## src/rtl/fir_pkg.sv

```systemverilog
// Shared constants, width helpers and coefficient-bank state for the transposed-form FIR.
package fir_pkg;

    typedef enum logic {CLEAN = 1'b0, DIRTY = 1'b1} coef_state_t;

    localparam int HPF13_TAPS = 13;
    localparam int DEFAULT_HPF13 [HPF13_TAPS] =
        '{10, 37, 59, -72, -477, -988, 2863, -988, -477, -72, 59, 37, 10};

    function automatic int addr_w(input int taps);
        return (taps > 1) ? $clog2(taps) : 1;
    endfunction

    function automatic int acc_w(input int data_w, input int coef_w, input int taps);
        return data_w + coef_w + $clog2(taps);
    endfunction

    // Reset contents of both banks: the legacy HPF only when the tap count matches it.
    function automatic int default_coef(input int taps, input int k);
        return (taps == HPF13_TAPS && k >= 0 && k < HPF13_TAPS) ? DEFAULT_HPF13[k] : 0;
    endfunction

endpackage

```

## src/rtl/fir_coef_bank.sv

```systemverilog
// Double-buffered coefficient store: shadow bank written per tap, copied to active bank on commit.
module fir_coef_bank
    import fir_pkg::*;
#(
    parameter int COEF_W = 13,
    parameter int TAPS   = 13,
    parameter int AW     = addr_w(TAPS)
) (
    input  logic                     Clk,
    input  logic                     Rst_n,
    input  logic                     Coef_wr,
    input  logic [AW-1:0]            Coef_addr,
    input  logic signed [COEF_W-1:0] Coef_data,
    input  logic                     Coef_commit,
    output logic                     Coef_pending,
    output logic                     Coef_err,
    output logic signed [COEF_W-1:0] Active [TAPS]
);

    coef_state_t state, state_nxt;
    logic signed [COEF_W-1:0] shadow [TAPS];
    logic wr_ok;

    assign wr_ok        = Coef_wr && (int'(Coef_addr) < TAPS);
    assign Coef_pending = (state == DIRTY);

    always_ff @(posedge Clk or negedge Rst_n) begin
        if (!Rst_n) begin
            state <= CLEAN;
        end else begin
            state <= state_nxt;
        end
    end

    always_comb begin
        state_nxt = state;
        case (state)
            CLEAN:   if (wr_ok) state_nxt = DIRTY;
            DIRTY:   if (Coef_commit && !wr_ok) state_nxt = CLEAN;
            default: state_nxt = CLEAN;
        endcase
    end

    // Commit copies the pre-write shadow, so a same-edge write stays pending for the next commit.
    always_ff @(posedge Clk or negedge Rst_n) begin
        if (!Rst_n) begin
            Coef_err <= 1'b0;
            for (int unsigned i = 0; i < TAPS; i++) begin
                shadow[i] <= COEF_W'(default_coef(TAPS, int'(i)));
                Active[i] <= COEF_W'(default_coef(TAPS, int'(i)));
            end
        end else begin
            Coef_err <= Coef_wr && !wr_ok;
            for (int unsigned i = 0; i < TAPS; i++) begin
                if (Coef_commit) Active[i] <= shadow[i];
                if (wr_ok && (Coef_addr == AW'(i))) shadow[i] <= Coef_data;
            end
        end
    end

endmodule

```

## src/rtl/fir_tf_param.sv

```systemverilog
// Parametrised transposed-form FIR with double-buffered coefficients and rounded output.
// Define FIR_SAT_EN to clamp out-of-range results; otherwise the output wraps.
module fir_tf_param
    import fir_pkg::*;
#(
    parameter int DATA_W     = 8,
    parameter int COEF_W     = 13,
    parameter int TAPS       = 13,
    parameter int OUT_W      = 14,
    parameter int FRAC_SHIFT = 6
) (
    input  logic                       Clk,
    input  logic                       Rst_n,
    input  logic                       In_valid,
    input  logic signed [DATA_W-1:0]   Xin,
    input  logic                       Flush,
    input  logic                       Coef_wr,
    input  logic [addr_w(TAPS)-1:0]    Coef_addr,
    input  logic signed [COEF_W-1:0]   Coef_data,
    input  logic                       Coef_commit,
    output logic                       Coef_pending,
    output logic                       Coef_err,
    output logic                       Out_valid,
    output logic signed [OUT_W-1:0]    Out
);

    localparam int ACC_W = acc_w(DATA_W, COEF_W, TAPS);
    localparam int PW    = DATA_W + COEF_W;

    localparam logic signed [ACC_W:0] RND     = (ACC_W + 1)'(1) <<< (FRAC_SHIFT - 1);
    localparam logic signed [ACC_W:0] SAT_MAX = {{(ACC_W + 2 - OUT_W){1'b0}}, {(OUT_W - 1){1'b1}}};
    localparam logic signed [ACC_W:0] SAT_MIN = ~SAT_MAX;

    logic signed [COEF_W-1:0] coef   [TAPS];
    logic signed [PW-1:0]     prod   [TAPS];
    logic signed [ACC_W-1:0]  dly    [TAPS-1];
    logic signed [ACC_W-1:0]  dly_in [TAPS-1];
    logic signed [ACC_W-1:0]  acc;
    logic signed [ACC_W:0]    rnd;
    logic signed [ACC_W:0]    shifted;
    logic signed [OUT_W-1:0]  out_nxt;

    fir_coef_bank #(
        .COEF_W (COEF_W),
        .TAPS   (TAPS)
    ) u_bank (
        .Clk          (Clk),
        .Rst_n        (Rst_n),
        .Coef_wr      (Coef_wr),
        .Coef_addr    (Coef_addr),
        .Coef_data    (Coef_data),
        .Coef_commit  (Coef_commit),
        .Coef_pending (Coef_pending),
        .Coef_err     (Coef_err),
        .Active       (coef)
    );

    for (genvar k = 0; k < TAPS; k++) begin : g_prod
        assign prod[k] = PW'(coef[k]) * PW'(Xin);
    end

    // dly[0] holds the oldest-tap product; dly[TAPS-2] is the nearly complete sum.
    for (genvar k = 0; k < TAPS - 1; k++) begin : g_chain
        if (k == 0) begin : g_first
            assign dly_in[k] = ACC_W'(prod[TAPS-1]);
        end else begin : g_add
            assign dly_in[k] = dly[k-1] + ACC_W'(prod[TAPS-1-k]);
        end
    end

    always_ff @(posedge Clk or negedge Rst_n) begin
        if (!Rst_n) begin
            for (int unsigned i = 0; i < TAPS - 1; i++) dly[i] <= '0;
        end else if (Flush) begin
            for (int unsigned i = 0; i < TAPS - 1; i++) dly[i] <= '0;
        end else if (In_valid) begin
            for (int unsigned i = 0; i < TAPS - 1; i++) dly[i] <= dly_in[i];
        end
    end

    assign acc = dly[TAPS-2] + ACC_W'(prod[0]);

    always_comb begin
        rnd     = (ACC_W + 1)'(acc) + RND;
        shifted = rnd >>> FRAC_SHIFT;
`ifdef FIR_SAT_EN
        if (shifted > SAT_MAX) begin
            out_nxt = OUT_W'(SAT_MAX);
        end else if (shifted < SAT_MIN) begin
            out_nxt = OUT_W'(SAT_MIN);
        end else begin
            out_nxt = OUT_W'(shifted);
        end
`else
        out_nxt = OUT_W'(shifted);
`endif
    end

    always_ff @(posedge Clk or negedge Rst_n) begin
        if (!Rst_n) begin
            Out       <= '0;
            Out_valid <= 1'b0;
        end else if (Flush) begin
            Out_valid <= 1'b0;
        end else if (In_valid) begin
            Out       <= out_nxt;
            Out_valid <= 1'b1;
        end else begin
            Out_valid <= 1'b0;
        end
    end

endmodule

```

## config.mk

```make
export PLATFORM = sky130hd
export DESIGN_NAME = fir_tf_param
export DESIGN_NICKNAME = d
export VERILOG_FILES = /design/src/rtl/fir_pkg.sv /design/src/rtl/fir_coef_bank.sv /design/src/rtl/fir_tf_param.sv
export SDC_FILE = /design/constraint.sdc
export NUM_CORES = 2
export LEC_CHECK = 0
export ABC_AREA = 1
export BUFFER_PORTS_ARGS = -buffer_cell sky130_fd_sc_hd__buf_2
export CORE_UTILIZATION = 42
export CTS_BUF_LIST = sky130_fd_sc_hd__clkbuf_8 sky130_fd_sc_hd__clkbuf_16
export CTS_CLUSTER_DIAMETER = 50
export DETAILED_ROUTE_END_ITERATION = 10
export GPL_ROUTABILITY_DRIVEN = 0
export PLACE_DENSITY = 0.67
export SLEW_MARGIN = 20
export SYNTH_ARGS = -nofsm -noshare
export SYNTH_HDL_FRONTEND = slang
export SYNTH_SLANG_ARGS = --single-unit
export TNS_END_PERCENT = 50
```

## constraint.sdc

```tcl
create_clock -name Clk -period 5 [get_ports Clk]
set_input_delay 0.5 -clock Clk [delete_from_list [all_inputs] [get_ports Clk]]
set_output_delay 0.5 -clock Clk [all_outputs]
set_load 0.01 [all_outputs]
```

After elaboration in Yosys (flattened, before gate mapping)
Cells that the tools add are included.
Operators by class
  add/subtract/negate cells: 13
  bitwise gates (word level): 2
  magnitude comparators: 1
  multipliers: 13
  eq/ne operators: 12
  multiplexer cells: 7
  reduce and logical (&&, ||, !) cells: 20
Operators with widths (count)
  two-way mux 300 bit: 2
  adder 25 x 21 -> 25 bit: 11
  multiplier 13 x 8 -> 21 bit: 12
  adder 20 bit: 1
  adder 20 x 7 -> 20 bit, second input constant: 1
  equality test 4 bit, second input constant: 5
  multiplier 13 x 8 -> 20 bit: 1
  equality test 4 x 3 -> 1 bit, second input constant: 4
  logical AND 1 bit: 16
  equality test 4 x 2 -> 1 bit, second input constant: 2
  equality test 4 x 1 -> 1 bit, second input constant: 1
  logical NOT 4 bit: 1
  < comparator 4 bit, second input constant: 1
  two-way mux 1 bit: 4
  inverter 1 bit: 2
  case mux 1 bit (2 select lines): 1
  AND reduction 2 bit: 1
  nonzero test 2 bit: 1
  logical NOT 1 bit: 1
Word-level totals
  word-level logic and storage cells: 110
  register bits after elaboration: 650

Longest topological paths before layout
  depth after elaboration: 6
  gate-level depth with buffers: 26
  gate-level depth less buffers: 24

Modules after synthesis
From an unflattened synthesis, not the netlist that was laid out.
Second synthesis, totals
  cells, all modules: 9224
  area total of the unflattened synthesis: 77519.3 um2
Modules (own cells, without submodules)
  fir_tf_param: seq. area each 6381.1 um2, instances 1, area each 63903.8 um2, cells each 7976
  fir_coef_bank: seq. area each 8683.3 um2, instances 1, area each 13615.6 um2, cells each 1248

Worst setup path after synthesis
OpenSTA, ideal clock, no wires.
  path kind: input to register
  from: input port Xin[7]
  to: register dly[37] (netlist bit)
  data required time: 4.882 ns
  setup time: 0.118 ns
  data arrival time: 5.427 ns
  setup slack: -0.545 ns
  stages: 18
  path buffers: 2
  cell sequence: inv_2 -> buf_6 -> clkbuf_1 -> fa_1 -> inv_1 -> fa_1 -> fa_1 -> fa_1 -> fa_1 -> ha_1 -> a21oi_1 -> nand2_1 -> a21boi_0 -> nor2_1 -> o21ai_0 -> nand3b_1 -> nand3_1 -> nand2_1
Between the ends
  longest elaborated chain between the ends: 4
RTL lines
  start: declaration: line fir_tf_param.sv:15  | input logic signed [DATA_W-1:0] Xin,
  multiplier 13 x 8 -> 21 bit: line fir_tf_param.sv:59  | assign prod[k] = PW'(coef[k]) * PW'(Xin);
  adder 25 x 21 -> 25 bit: line fir_tf_param.sv:67  | assign dly_in[k] = dly[k-1] + ACC_W'(prod[TAPS-1-k]);
  two-way mux 300 bit: line fir_tf_param.sv:76  | end else if (In_valid) begin
  two-way mux 300 bit: line fir_tf_param.sv:74  | end else if (Flush) begin
  end: declaration: line fir_tf_param.sv:36  | logic signed [ACC_W-1:0] dly [TAPS-1];
Every way passes these cells. The select of a mux whose other input is x is not followed.
A chain may end at the register's enable or synchronous reset.

Worst setup path in the final report
  from: register u_bank.Active[51] (netlist bit)
  to: register dly[218] (netlist bit)
Between the ends
  longest elaborated chain between the ends: 4
RTL lines
  start: declaration: line fir_coef_bank.sv:17  | output logic signed [COEF_W-1:0] Active [TAPS]
  start signal: indexed assignment: line fir_coef_bank.sv:50  | Active[i] <= COEF_W'(default_coef(TAPS, int'(i)));
  start signal: indexed assignment: line fir_coef_bank.sv:55  | if (Coef_commit) Active[i] <= shadow[i];
  multiplier 13 x 8 -> 21 bit: line fir_tf_param.sv:59
  adder 25 x 21 -> 25 bit: line fir_tf_param.sv:67
  two-way mux 300 bit: line fir_tf_param.sv:76
  two-way mux 300 bit: line fir_tf_param.sv:74
Every way passes these cells. The select of a mux whose other input is x is not followed.

==> impl_metrics.yaml <==
critical_path:
  critical_path_class: "register to register"
  crit_path_max_incr_delay_ns: 0.66
  worstReg2RegEnd: "dly[218]"
  critical_path.max_fanout: 9
  critPathMostFrequentCell: "fa_1"
  reg2reg_slack_ns: 0.18
  worstPathCellList: "nand2_1, inv_1, buf_4, fa_1, fa_1, fa_1, fa_1, ha_1, ha_1, buf_4, inv_1, nor3_1, a21oi_1, nand3_1, nand2_1, o21ai_0"
  reg2regPathDepth: 16
  crit_slowest_cell: "dfstp_2"
  arrival_ns: 5.41
  reg2reg_from: "u_bank.Active[51]"
  crit_path_start_kind: "register"
  worstSetupEndpointType: "register"
  required_ns: 5.60
sta:
  rsz0062_at_grt: "false"
  hold_viol: 0
  slew_headroom_pct: 25.4
  finalSetupViolations: 0
  fmax_mhz: 208
  finalCriticalPeriod_ns: 4.82
  tightest_slew_ns: 1.12
  whs_ns: 0.196
  fin_crit_sh_pct: 96.3
  fin_tns_setup_ns: 0
  fin_skew_ns: 0.0377
  slew_viol_final: 0
drt:
  via_count: 58800
  routed_wl_um: 201000
  ant_nets: 0
  drc: 0
  wire_per_inst_um: 17.1
  viasPerCell: 4.99
  drt-pass1-iter-count: 6
  drt_iter0_drc: 4384
placed_design:
  place.detailed.hpwl_um: 155000
  port-buffer-count: 47
  dp.cells: 11600
clock_network:
  path_clk_slew_ns: 0.06
  cts.sinks: 595
  clock_path_buffers: 3
  cts_tree: "yes"
  insertion_delay_ns: 0.72
  numCtsBuffers: 93
  htree_levels: 3
  root_buffer: "clkbuf_16"
job:
  cap_violations: 0
yosys:
  avgSynthCellArea_um2: 8.47
  async_reset_ff_share_pct: 100
  synth_fp_nets: 10900
  yosysWarnings: 0
  synth_edf_count: 0
  synth.top_cells.by_area: "fa_1, dfrtp_1, nand2_1"
  netlist.area_leader.share_pct: 34.0
  ys_seq_area_share_pct: 19.8
  yosysTopAreaCell: "fa_1"
  synth.distinct_cells: 54
  ys_ff_latch: 595
  synth_flop_cell: "dfrtp_1"
  netlist_area_um2: 76200
  syn_inst: 8998
layout:
  area_growth_pct: 13.0
  layout-drive-gt1-share_pct: 12.5
  fillerInstances: 16600
  finalNonFillerCells: 11800
  nets: 11200
min_path:
  hp-start: "In_valid"
  hold_end: "dly[293]"
  hold_path_depth: 4
  hp-class: "input pin to register"
global_routing:
  grt_max_degree: 139
  grt_use_total_pct: 22.7
  grt_pass1_wl_um: 332000
  grt_remaining_overflow: 0
  antenna_found_initial: 8
  first_global_vias: 62100
die:
  num_rows: 155
  start_util_pct: 42.5
  ios: 48
  die-area_um2: 183000
  core_um2: 179000
  die_h_um: 428
  die_w_um: 428
outcome:
  status: "finished clean"
[Yosys cell counts, types with 4 or more instances]
cell type	n
and2_1	4
buf_1	19
o21ai_0	393
inv_1	2069
o21bai_1	5
clkbuf_1	310
nand4_4	6
o21a_1	11
a31oi_1	8
mux2_2	119
ha_1	558
nand3b_1	16
a21oi_1	244
o31ai_1	11
o211ai_1	5
or2_2	14
buf_4	5
nor3_1	36
nor2_1	281
clkbuf_2	40
a21o_1	23
xor2_1	45
a21boi_0	10
nand3_1	217
buf_2	62
nor2_2	5
dfrtp_1	455
o21ai_2	8
nand2_1	2308
o21ai_1	115
fa_1	1294
nand3_2	4
nand4_1	13
a22o_1	11
dfstp_2	140
nor4_1	6
o22ai_1	49
xnor2_1	50
[layer usage]
metal  global-route usage, %  part of all wire, %  vias up  wire (µm)
met3                    3.19                  6.0      362      12100
met5                       0               0.0065        -         13
met1                    29.9                   42    29200      84700
met2                    38.0                   48     1741      96300
met4                    8.14                  3.8        2       7650
li1                        -                    -    27500          -
[how the worst max path moves through the flow]
stage,start,to,slack (ns),depth (start not counted)
after floorplan,Xin[6],dly[37],-0.08,19
after global routing,u_bank.Active[64],dly[194],0.005,19
final,u_bank.Active[51],dly[218],0.18,16
after CTS,u_bank.Active[30],dly[237],0.12,14
after global placement,Xin[0],dly[219],-0.25,21
after detailed placement,Xin[2],dly[68],-0.25,19
[state kept, by name (all words and copies together) (netlist names)]
name,flops
u_bank.Active,169
u_bank.shadow,169
u_bank.Coef_err,1
Out_valid,1
u_bank.Coef_pending,1
Out,14
dly,240
[metrics by stage]
stage | area (µm²) | util, % | worst slack (ns)
floorplan | 76300 | - | -0.0766
global placement | 82800 | 46.2 | -0.247
detailed placement | 82800 | 46.2 | -0.251
CTS | 86000 | 47.9 | 0.118
global route | 86200 | 48.0 | 0.00490
finish | 86200 | 48.0 | 0.184
[layout by cell type, fill, tap and decap left out, drive strengths merged, types with 103 or more instances in the layout]
cell,n
inv,2102
buf,678
dfrtp,455
nand2,2310
fa,1294
dfstp,140
nor2,288
mux2,119
clkbuf,103
o21ai,517
ha,558
a21oi,244
nand3,221
[kinds of logic after synthesis]
group | Yosys count | share of synthesized area (%)
and+or+nand+nor | 2922 | 15.3
xor gates and xnor gates | 95 | 1.09
AOI/OAI and AO/OA | 905 | 6.41
DFF | 595 | 19.8
muxes | 119 | 1.76
buffers and inverters | 2510 | 12.6
adders and majority gates | 1852 | 43.1
[repair_timing]
item                                    CTS  global route
gates resized for setup                   0            23
hold endpoints to repair                 61             0
hold buffers                              1             0
buffers inserted                          0            15
endpoints found under the setup margin    0            28
[critical path, delay by kind of cell, from the launching register on]
family / cells / cell delay [ns]
adder cells (fa/ha/maj): 6 / 2.49
flip-flops: 1 / 0.66
AO/OA/AOI/OAI: 2 / 0.38
AND/OR/NAND/NOR: 4 / 0.60
buffers and inverters: 4 / 0.57
[area by class of cell]
| cell class | instances | area, µm² | area share (%) |
|---|---|---|---|
| Antenna cell | 2 | 5.00 | 0.00581 |
| Clock inverter | 71 | 742 | 0.861 |
| Multi-Input combinational cell | 5893 | 51600 | 59.9 |
| Sequential cell | 595 | 15100 | 17.5 |
| Inverter | 2071 | 7790 | 9.04 |
| Timing Repair Buffer | 680 | 5530 | 6.42 |
| Tap cell | 2355 | 2950 | 3.42 |
| Clock buffer | 102 | 2460 | 2.86 |
Power is not shown: default switching activity piles up to over one toggle a cycle in this logic, so the estimate is an artifact.
